==> config.mk <==
export PLATFORM = sky130hd
export DESIGN_NAME = fetch_stage
export DESIGN_NICKNAME = d
export VERILOG_FILES = /design/src/rtl/mips_pkg.sv /design/src/rtl/fetch_stage.sv
export SDC_FILE = /design/constraint.sdc
export NUM_CORES = 1
export LEC_CHECK = 0
export BUFFER_PORTS_ARGS = -buffer_cell sky130_fd_sc_hd__buf_4
export CORE_MARGIN = 2
export CORE_UTILIZATION = 40
export CTS_CLUSTER_SIZE = 30
export DETAILED_ROUTE_END_ITERATION = 12
export PLACE_DENSITY_LB_ADDON = 0.12
export SYNTH_ARGS = -nofsm -noshare
export SYNTH_HDL_FRONTEND = slang
export SYNTH_SLANG_ARGS = --single-unit
==> constraint.sdc <==
create_clock -name clk -period 3.1 [get_ports clk]
set_input_delay 0.155 -clock clk [delete_from_list [all_inputs] [get_ports clk]]
set_output_delay 0.155 -clock clk [all_outputs]
set_load 0.1 [all_outputs]
==> src/rtl/mips_pkg.sv <==
// Shared MIPS core definitions: reset vector, bubble encoding, fetch FSM states.
package mips_pkg;

  localparam logic [31:0] RESET_PC        = 32'h0000_0000;
  localparam logic [31:0] NOP_INST        = 32'h0000_0000;  // sll $0,$0,0
  localparam logic [31:0] WORD_ALIGN_MASK = 32'hFFFF_FFFC;

  typedef enum logic [1:0] {
    S_FETCH = 2'd0,
    S_HOLD  = 2'd1,
    S_DRAIN = 2'd2
  } fetch_state_e;

  function automatic logic [31:0] word_align(input logic [31:0] addr);
    return addr & WORD_ALIGN_MASK;
  endfunction

endpackage

==> src/rtl/fetch_stage.sv <==
// Instruction fetch: owns the PC, talks to imem over a ready handshake, and
// drains a stale in-flight request after a redirect.
module fetch_stage
  import mips_pkg::*;
(
  input  logic        clk,
  input  logic        rst,
  input  logic        PC_Write,
  input  logic        Branch_Taken,
  input  logic [31:0] Branch_Target,
  input  logic        Jump,
  input  logic [31:0] Jump_Target,
  output logic        imem_req,
  output logic [31:0] imem_addr,
  input  logic        imem_ready,
  input  logic [31:0] imem_rdata,
  output logic [31:0] IF_PC,
  output logic [31:0] IF_inst,
  output logic        IF_Flush,
  output logic        fetch_stall
);

  fetch_state_e state_q;
  logic [31:0]  pc_q;
  logic [31:0]  req_addr_q;
  logic [31:0]  inst_buf_q;

  logic         w_redirect;
  logic [31:0]  w_target;
  logic [31:0]  w_pc_inc;

  assign w_redirect = Branch_Taken | Jump;
  assign w_target   = word_align(Branch_Taken ? Branch_Target : Jump_Target);
  assign w_pc_inc   = pc_q + 32'd4;

  always_comb begin
    imem_req    = 1'b0;
    imem_addr   = pc_q;
    IF_inst     = NOP_INST;
    fetch_stall = 1'b1;
    IF_Flush    = w_redirect & ~rst;
    IF_PC       = rst ? (RESET_PC + 32'd4) : w_pc_inc;
    if (!rst) begin
      case (state_q)
        S_FETCH: begin
          imem_req = 1'b1;
          if (imem_ready) begin
            fetch_stall = 1'b0;
            // A redirected response is dropped; IF/ID is flushed anyway.
            if (!w_redirect) IF_inst = imem_rdata;
          end
        end
        S_HOLD: begin
          IF_inst     = inst_buf_q;
          fetch_stall = 1'b0;
        end
        S_DRAIN: begin
          imem_req  = 1'b1;
          imem_addr = req_addr_q;
        end
        default: ;
      endcase
    end
  end

  always_ff @(posedge clk) begin
    if (rst) begin
      state_q    <= S_FETCH;
      pc_q       <= RESET_PC;
      req_addr_q <= 32'd0;
      inst_buf_q <= NOP_INST;
    end else begin
      case (state_q)
        S_FETCH: begin
          if (imem_ready) begin
            if (w_redirect)    pc_q <= w_target;
            else if (PC_Write) pc_q <= w_pc_inc;
            else begin
              inst_buf_q <= imem_rdata;
              state_q    <= S_HOLD;
            end
          end else if (w_redirect) begin
            // Keep the outstanding address on the bus until imem answers.
            req_addr_q <= pc_q;
            pc_q       <= w_target;
            state_q    <= S_DRAIN;
          end
        end
        S_HOLD: begin
          if (w_redirect) begin
            pc_q    <= w_target;
            state_q <= S_FETCH;
          end else if (PC_Write) begin
            pc_q    <= w_pc_inc;
            state_q <= S_FETCH;
          end
        end
        S_DRAIN: begin
          if (w_redirect) pc_q    <= w_target;
          if (imem_ready) state_q <= S_FETCH;
        end
        default: state_q <= S_FETCH;
      endcase
    end
  end

endmodule

==> impl_metrics.ini <==
[detailed_routing]
drc_errors = 0
via_count = 6889
drt_first_pass_iters = 5
first_iter_violations = 510
wl_per_cell_microns = 16.6
postRouteAntennaNets = 0
wl_mm = 20.8
viasPerCell = 5.49

[final_layout]
area_growth_pct = 29.1
fin_util_pct = 52.4
nets = 1142
n_antenna_cell = 0
final_cells = 1255
fin_area_sq_mm = 0.00824
drive_above_1_share_pct = 25.9

[logic_synthesis]
syn_area_sq_mm = 0.00638
synth_common_cells = nand2_1, nor2_1, dfxtp_1, a21oi_1, clkbuf_1
yosys.area_share.simple_pct = 26.3
synth-seq-area-share_pct = 30.7
ys_types = 62
yosysMostFrequentCell = nand2_1
synth_adder_area_share_pct = 0.980
yosysTopAreaCell = dfxtp_1
synth_nets = 1005
ys_async_sr_fraction_pct = 0
ys_warn_count = 0
synthMuxAreaShare_pct = 6.53
synth-compound-area-share_pct = 24.6
synth_xor_area_share_pct = 4.12
synth_top_area_share_pct = 30.7
synth_top_family_by_area = simple AND/OR/NAND/NOR gates
synth_cells = 898
synth.top_cells.by_area = dfxtp_1, nand2_1, a21oi_1
avgSynthCellArea_sq_um = 7.11
synth_edf_count = 0
ys.flop_type = dfxtp_1
ys_seq_elements = 98

[clocking]
cts_setup_buffers = 0
holdBufCountCts = 0
clk_latency_ps = 350
cts_resized = 0
clk_pin_slew_ps = 60
cts_root_buf = clkbuf_16
htreeDepth = 3
cts_tree = yes
clock-sinks = 98
cts_made_buffers = 9
cts_buffer_depth = 2

[placement]
placed_area_sq_mm = 0.00792
io_buffer_count = 196
place.gp.congestion = 0.817
hpwl_mm = 14.5
pre_cts_ws_ps = 589
placedCellCount = 1240

[setup_path]
cpPeakStageDelay_ps = 480
setup.worst_path.class = reg2out
cp.arrival_ps = 2660
reg2reg_from = state_q[0]
worst-path-buf-inv = 2
timing.rr.end = pc_q[2]
slowest_stage = dfxtp_1
cp_common_cell = buf_4
worstSetupEndpointType = primary output
crit_fanout = 11
r2r_slack_ps = 540
start_kind = flip-flop
crit_required_ps = 2940
r2r_cells = 7
crit_chain = ha_1, nand3_1, nor4_2, buf_4, nand4_1, xor2_1, nor2_1, buf_4
path_delay_family = simple AND/OR/NAND/NOR gates

[sta]
max_slew.worst_pin.slew_ps = 767
setup_viol = 0
fin_ws_ps = 284
hold_ws_ps = 55.7
finalCritPeriodShare_pct = 90.9
max_freq_mhz = 355
setup_tns_ps = 0
report.final.slew_viol_count = 0
hold_viol = 0
min_period_ps = 2820
fin_worst_skew_ps = 4.87
rsz0062_at_grt = false
relSlewSlack_pct = 48.2

[die]
core_area_sq_mm = 0.0157
io_pins = 201
die_w_microns = 130
initial_core_util_pct = 40.6
die_area_sq_mm = 0.0170
rows = 46
die_h_microns = 130

[power_and_ir_drop]
switching_share_pct = 41.6
combinationalPowerShare_pct = 37.7
pwr_density_cell_mw_per_mm2 = 529
ir_drop_uv = 265
pwr-share-clk_pct = 28.5
p_total_mw = 4.36
static-leakage-power_nw = 3.30
pwr-share-seq_pct = 33.8
intPower_mw = 2.55
p_switching_mw = 1.81

[hold_path]
worstHoldStart = imem_rdata[26]
hold_class = in2reg
min_path_cells = 3
holdPathEnd = inst_buf_q[26]

[global_routing]
antenna_found_initial = 0
grt-ovfl-total = 0
first_global_vias = 6244
track_usage_pct = 24.2
grt_start_max_net_pins = 67
grt_pass1_wl_mm = 32.8

[outcome]
status = finished clean

[job]
maxCapViolCount = 0
==> flip-flops by register name (all words and copies together) (netlist names) <==
| signal | flops |
|---|---|
| req_addr_q | 32 |
| state_q | 2 |
| inst_buf_q | 32 |
| pc_q | 32 |
==> area by class of cell <==
cell class / instances / area, sq um
fillers: 1626 / 7470
flip-flops and latches: 98 / 1960
repair buffers: 215 / 1610
multi-input cells: 692 / 4000
clock inverters: 2 / 60.1
clock buffers: 13 / 260
well taps: 216 / 270
inverters: 19 / 71.3
==> kinds of logic (layout without fill, tap and decap cells) <==
kind of cell / after synthesis / count (layout)
AO/OA/AOI/OAI: 246 / 246
buffers and inverters: 108 / 249
AND/OR/NAND/NOR: 373 / 373
flip-flops: 98 / 98
XOR/XNOR: 30 / 30
adder cells (fa/ha/maj): 5 / 5
multiplexers: 38 / 38
==> power by group through the flow <==
| stage | sequential, mW | combinational (mW) | clock, mW |
|---|---|---|---|
| after floorplan | 1.41 | 1.31 | 0 |
| after global placement | 1.50 | 1.64 | 0 |
| after detailed placement | 1.50 | 1.65 | 0 |
| after CTS | 1.47 | 1.65 | 1.26 |
| after global routing | 1.49 | 1.75 | 1.30 |
| final | 1.47 | 1.65 | 1.24 |
==> tightest hold or removal path, stage by stage <==
cell	delay, ps
buf_4	110
nand2_1	50
a21oi_1	50
==> worst max path at each step <==
stage,startpoint,to,slack [ps],depth (start not counted)
global placement,state_q[0],pc_q[16],590,7
global route,pc_q[2],IF_PC[18],130,8
detailed placement,state_q[0],pc_q[2],590,7
floorplan,state_q[0],imem_addr[11],-290,6
finish,pc_q[2],IF_PC[28],280,8
CTS,pc_q[2],IF_PC[28],300,8
==> cells in the final DEF, fill, tap and decap left out, drive strengths merged, types with 3 or more instances in the layout <==
master	count
a21o	4
a21oi	89
a221o	3
a221oi	6
a22oi	36
a31oi	3
a32o	3
a32oi	3
and3	11
and4	3
buf	215
clkbuf	13
dfxtp	98
ha	5
inv	19
mux2	26
mux2i	12
nand2	167
nand2b	10
nand3	21
nand4	16
nor2	108
nor2b	7
nor3	6
nor4	8
o211ai	9
o21ai	44
o22ai	7
o2bb2ai	3
o311ai	9
o31ai	8
o32a	3
o32ai	4
or2	4
or3	5
xnor2	12
xor2	18
==> metal layers <==
metal	up-vias	share of wire [%]	wire length [microns]	GRT usage, %
met1	3177	44	9070	32.0
met4	0	1.8	377	7.70
li1	3435	-	-	-
met5	-	0	0	0
met3	23	8.3	1740	5.29
met2	254	46	9620	39.7
No activity file was read; power rests on OpenSTA's default activity.
